### src/rtl/spi_slave_bs.sv
// SPI mode-0 target-side byte shifter: oversamples sclk/mosi/cs_n in the system clock
// domain, delivers received bytes with a strobe and shifts queued response bytes out on miso.
module spi_slave_bs #(
    parameter int unsigned SYNC_STAGES = 2,
    parameter logic [7:0]  IDLE_BYTE   = 8'hFF
) (
    input  logic       clock,
    input  logic       reset,
    input  logic       sclk,
    input  logic       cs_n,
    input  logic       mosi,
    output logic       miso,
    output logic       miso_oe,
    input  logic [7:0] tx_byte,
    input  logic       tx_v,
    output logic       tx_ready,
    output logic       tx_underrun,
    output logic [7:0] rx_byte,
    output logic       rx_v
);

    typedef enum logic {S_IDLE, S_ACTIVE} state_t;

    state_t                 r_state;
    state_t                 w_state_nxt;
    logic [SYNC_STAGES-1:0] r_sclk_sync;
    logic [SYNC_STAGES-1:0] r_cs_sync;
    logic [SYNC_STAGES-1:0] r_mosi_sync;
    logic                   r_sclk_d;
    logic [7:0]             r_shift;
    logic [7:0]             r_hold;
    logic                   r_hold_full;
    logic [6:0]             r_rx_shift;
    logic [2:0]             r_bit_cnt;

    logic w_sclk_s;
    logic w_cs_s;
    logic w_mosi_s;
    logic w_rise;
    logic w_fall;
    logic w_load;
    logic w_abort;
    logic w_shift_fall;
    logic w_rise_act;

    // mosi shares the sclk synchronizer depth so data stays aligned with the detected edge
    always_ff @(posedge clock or negedge reset) begin
        if (!reset) begin
            r_sclk_sync <= '0;
            r_cs_sync   <= '1;
            r_mosi_sync <= '0;
            r_sclk_d    <= 1'b0;
        end else begin
            r_sclk_sync <= {r_sclk_sync[SYNC_STAGES-2:0], sclk};
            r_cs_sync   <= {r_cs_sync[SYNC_STAGES-2:0], cs_n};
            r_mosi_sync <= {r_mosi_sync[SYNC_STAGES-2:0], mosi};
            r_sclk_d    <= w_sclk_s;
        end
    end

    assign w_sclk_s = r_sclk_sync[SYNC_STAGES-1];
    assign w_cs_s   = r_cs_sync[SYNC_STAGES-1];
    assign w_mosi_s = r_mosi_sync[SYNC_STAGES-1];
    assign w_rise   = w_sclk_s & ~r_sclk_d;
    assign w_fall   = ~w_sclk_s & r_sclk_d;

    always_ff @(posedge clock or negedge reset) begin
        if (!reset) begin
            r_state <= S_IDLE;
        end else begin
            r_state <= w_state_nxt;
        end
    end

    // Deselect wins over a coincident falling edge, so the final byte is never reloaded
    always_comb begin
        w_state_nxt = r_state;
        w_load      = 1'b0;
        w_abort     = 1'b0;
        case (r_state)
            S_IDLE: begin
                if (!w_cs_s) begin
                    w_state_nxt = S_ACTIVE;
                    w_load      = 1'b1;
                end
            end
            S_ACTIVE: begin
                if (w_cs_s) begin
                    w_state_nxt = S_IDLE;
                    w_abort     = 1'b1;
                end else if (w_fall && (r_bit_cnt == 3'd0)) begin
                    w_load = 1'b1;
                end
            end
            default: w_state_nxt = S_IDLE;
        endcase
    end

    assign w_shift_fall = (r_state == S_ACTIVE) && !w_cs_s && w_fall && (r_bit_cnt != 3'd0);
    assign w_rise_act   = (r_state == S_ACTIVE) && !w_cs_s && w_rise;

    assign miso     = (r_state == S_ACTIVE) ? r_shift[7] : 1'b1;
    assign miso_oe  = (r_state == S_ACTIVE);
    assign tx_ready = ~r_hold_full;

    always_ff @(posedge clock or negedge reset) begin
        if (!reset) begin
            r_shift     <= IDLE_BYTE;
            r_hold      <= '0;
            r_hold_full <= 1'b0;
            r_rx_shift  <= '0;
            r_bit_cnt   <= '0;
            rx_byte     <= '0;
            rx_v        <= 1'b0;
            tx_underrun <= 1'b0;
        end else begin
            rx_v        <= 1'b0;
            tx_underrun <= 1'b0;

            // A load with an empty holding register lets a same-cycle tx_byte bypass straight in
            if (w_load) begin
                if (r_hold_full) begin
                    r_shift     <= r_hold;
                    r_hold_full <= 1'b0;
                end else if (tx_v) begin
                    r_shift <= tx_byte;
                end else begin
                    r_shift     <= IDLE_BYTE;
                    tx_underrun <= 1'b1;
                end
            end else begin
                if (tx_v && !r_hold_full) begin
                    r_hold      <= tx_byte;
                    r_hold_full <= 1'b1;
                end
                if (w_shift_fall) begin
                    r_shift <= {r_shift[6:0], 1'b1};
                end
            end

            if (w_abort) begin
                r_bit_cnt <= '0;
            end else if (w_rise_act) begin
                r_rx_shift <= {r_rx_shift[5:0], w_mosi_s};
                r_bit_cnt  <= r_bit_cnt + 3'd1;
                if (r_bit_cnt == 3'd7) begin
                    rx_byte <= {r_rx_shift, w_mosi_s};
                    rx_v    <= 1'b1;
                end
            end
        end
    end

endmodule

### config.mk
export PLATFORM = sky130hd
export DESIGN_NAME = spi_slave_bs
export DESIGN_NICKNAME = d
export VERILOG_FILES = /design/src/rtl/spi_slave_bs.sv
export SDC_FILE = /design/constraint.sdc
export NUM_CORES = 1
export LEC_CHECK = 0
export ABC_AREA = 0
export BUFFER_PORTS_ARGS = -buffer_cell sky130_fd_sc_hd__buf_2
export CELL_PAD_IN_SITES_DETAIL_PLACEMENT = 1
export CELL_PAD_IN_SITES_GLOBAL_PLACEMENT = 2
export CORE_ASPECT_RATIO = 1.75
export CORE_MARGIN = 2
export CORE_UTILIZATION = 30
export DETAILED_ROUTE_END_ITERATION = 16
export HOLD_SLACK_MARGIN = 0.1
export PLACE_DENSITY = 0.62
export SLEW_MARGIN = 15
export SYNTH_ARGS = -nofsm -noshare
export SYNTH_HDL_FRONTEND = slang
export SYNTH_SLANG_ARGS = --single-unit
### constraint.sdc
create_clock -name clock -period 2.64 [get_ports clock]
set_input_delay 0.132 -clock clock [delete_from_list [all_inputs] [get_ports clock]]
set_output_delay 0.132 -clock clock [all_outputs]
set_load 0.02 [all_outputs]
==> flow_metrics.env <==
export IMPL_diodes=0
export IMPL_syn_inst=137
export IMPL_required_ns=2.81
export IMPL_power_total_mw=1.51
export IMPL_grt_total_usage_pct=12.0
export IMPL_grt_pass1_vias=1335
export IMPL_cp_data_arrival_time_ns=2.01
export IMPL_antenna_found_initial=0
export IMPL_min_period_over_period_pct=69.5
export IMPL_grt_max_degree=46
export IMPL_final_cell_mix="dfrtp_1 (35), buf_2 (26), mux2_2 (23)"
export IMPL_finalSetupViolCount=0
export IMPL_die_y_um=107
export IMPL_cts_sinks=45
export IMPL_seq_power_share_pct=57.9
export IMPL_start_util_pct=31.0
export IMPL_clk_pin_slew_ns=0.08
export IMPL_ant_nets=0
export IMPL_share_comb_of_total_power_pct=14.3
export IMPL_cts_made_buffers=5
export IMPL_rows=37
export IMPL_clock_skew_ns=0.00675
export IMPL_dr_pass1_iters=2
export IMPL_layout_commonest_cell="dfrtp_1"
export IMPL_wl_per_cell_um=14.2
export IMPL_drcViolationCount=0
export IMPL_grt_overflow=0
export IMPL_gp_routability_congestion=0.727
export IMPL_htree_levels=2
export IMPL_fillers=646
export IMPL_timing_rr_start="miso_oe"
export IMPL_hold_viol_final=0
export IMPL_grt_pass1_wl_mm=6.30
export IMPL_ios=27
export IMPL_drt_iter0_drc=32
export IMPL_ys_ff_latch=45
export IMPL_ys_types=27
export IMPL_period_needed_ns=1.84
export IMPL_final_net_count=195
export IMPL_avgSynthCellArea_sq_um=13.2
export IMPL_max_clock_path_buffers=2
export IMPL_hp_start="tx_byte[1]"
export IMPL_layout_setup_ws_ns=0.805
export IMPL_num_vias=1190
export IMPL_hpwl_mm=2.65
export IMPL_cts_tree="built"
export IMPL_coreArea_sq_mm=0.00583
export IMPL_p_leak_nw=1.02
export IMPL_powerDensity_mw_per_mm2=682
export IMPL_cell_internal_pwr_mw=1.13
export IMPL_maxSlewHeadroom_pct=35.6
export IMPL_yosysSeqAreaShare_pct=63.0
export IMPL_cp_max_fo=13
export IMPL_crit_path_end_kind="flop"
export IMPL_syn_to_final_growth_pct=22.6
export IMPL_final_max_slew_viol_count=0
export IMPL_clkPwrFrac_pct=27.7
export IMPL_tns_ns=0
export IMPL_layout_drive_gt1_share_pct=39.9
export IMPL_swShare_pct=25.0
export IMPL_root_buffer="clkbuf_8"
export IMPL_port_buffers=26
export IMPL_fmax_ghz=0.545
export IMPL_post_cts_buffers=0
export IMPL_vdd_drop_max_mv=0.293
export IMPL_die_area_sq_mm=0.00668
export IMPL_cap_violations=0
export IMPL_cts_resized=0
export IMPL_dp_slack_ns=0.747
export IMPL_fin_hold_ws_ns=0.123
export IMPL_hp_class="input port to flop"
export IMPL_worst_slew_pin_slew_ns=0.966
export IMPL_critPathLaunch="miso_oe"
export IMPL_ys_warn_count=0
export IMPL_syn_num_nets=154
export IMPL_die_w_um=62.7
export IMPL_rsz0062_at_grt="no"
export IMPL_power_switching_uw=378
export IMPL_status="completed"
export IMPL_worst_skew_pair_late_latency_ns=0.28
export IMPL_synthesis_area_sq_mm=0.00181
export IMPL_via_per_inst=4.65
export IMPL_totalWireLength_mm=3.63
export IMPL_path_class="flop to flop"
export IMPL_setup_worst_path_start_class="flop"
routing by layer:
layer | up-vias | global-route usage, % | wire length (um)
met5 | - | 0 | 0
met4 | 0 | 5.24 | 39
met3 | 2 | 2.83 | 125
met2 | 23 | 22.1 | 2040
met1 | 605 | 13.0 | 1420
li1 | 560 | - | -
repair_timing:
item,CTS,global route
hold buffers,11,0
setup endpoints to repair,0,0
hold endpoints to repair,45,0
final cells by class:
| class | instances | area [sq um] | share of cell area (%) |
|---|---|---|---|
| clock buffers | 7 | 86.3 | 3.90 |
| well taps | 78 | 97.6 | 4.41 |
| repair buffers | 37 | 240 | 10.8 |
| flip-flops and latches | 45 | 1140 | 51.4 |
| multi-input cells | 83 | 629 | 28.4 |
| inverters | 6 | 22.5 | 1.02 |
logic make-up (layout without fill, tap and decap cells):
kind of cell	count (synthesis)	count (layout)	share of synthesized area, %
DFF	45	45	63.0
buffers and inverters	9	50	2.15
muxes	24	24	14.9
AOI/OAI and AO/OA	21	21	8.03
adders and majority gates	3	3	2.08
and+or+nand+nor	35	35	9.84
state kept, by name, summed over array words and instances (netlist names), 2 cells and up:
| signal | count |
|---|---|
| r_sclk_sync | 2 |
| r_cs_sync | 2 |
| r_rx_shift | 7 |
| r_mosi_sync | 2 |
| r_hold | 8 |
| r_bit_cnt | 3 |
| rx_byte | 8 |
| r_shift | 8 |
critical path, cell delays in order (launching register included):
cell and delay [ns]:
dfrtp_1 0.52, nand2_2 0.11, nor3_4 0.47, nand2_2 0.29
mux2_2 0.34
synthesized netlist by cell type:
cell type	number	area, sq um
inv_1	5	18.8
a21oi_2	1	8.76
nor2_2	1	6.26
o21ai_0	2	10.0
dfrtp_1	35	876
nand2_2	3	18.8
mux2i_1	1	10.0
clkbuf_1	1	3.75
buf_4	1	7.51
dfstp_2	10	263
ha_1	3	37.5
nor3_4	1	16.3
a31oi_1	7	43.8
and2_0	1	6.26
buf_2	1	5.00
and2_1	1	6.26
nor2_1	10	37.5
a21oi_1	3	15.0
nand2_1	13	48.8
mux2_2	23	259
nand4bb_1	1	11.3
o221ai_1	6	52.6
nor3b_1	1	7.51
a221oi_1	1	8.76
clkinv_1	1	3.75
nand2b_1	3	18.8
o22ai_1	1	6.26
power by group through the flow:
stage | Sequential (mW) | Clock [mW] | Combinational [mW]
final | 0.875 | 0.419 | 0.216
after global routing | 0.893 | 0.468 | 0.243
after CTS | 0.879 | 0.439 | 0.222
after detailed placement | 0.892 | 0 | 0.209
after global placement | 0.885 | 0 | 0.202
after floorplan | 0.869 | 0 | 0.150
final timing paths:
kind,slack [ns],cells after the start,to
worst max-delay path,0.80,4,rx_byte[0]
worst min-delay path,0.12,2,r_hold[1]
worst max register to register,0.80,4,rx_byte[0]
worst min register to register,0.35,0,r_cs_sync[1]
max in group asynchronous,1.51,2,r_sclk_sync[0]
min in group asynchronous,0.54,2,r_hold[3]
through the flow:
| step | util, % | instances | cell area, sq um |
|---|---|---|---|
| floorplan | - | 137 | 1810 |
| global placement | 34.6 | 238 | 2020 |
| detailed placement | 34.6 | 238 | 2020 |
| CTS | 38.0 | 256 | 2210 |
| global route | 38.0 | 256 | 2210 |
| finish | 38.0 | 256 | 2210 |
Note: power is estimated with default switching activity, not from simulation.
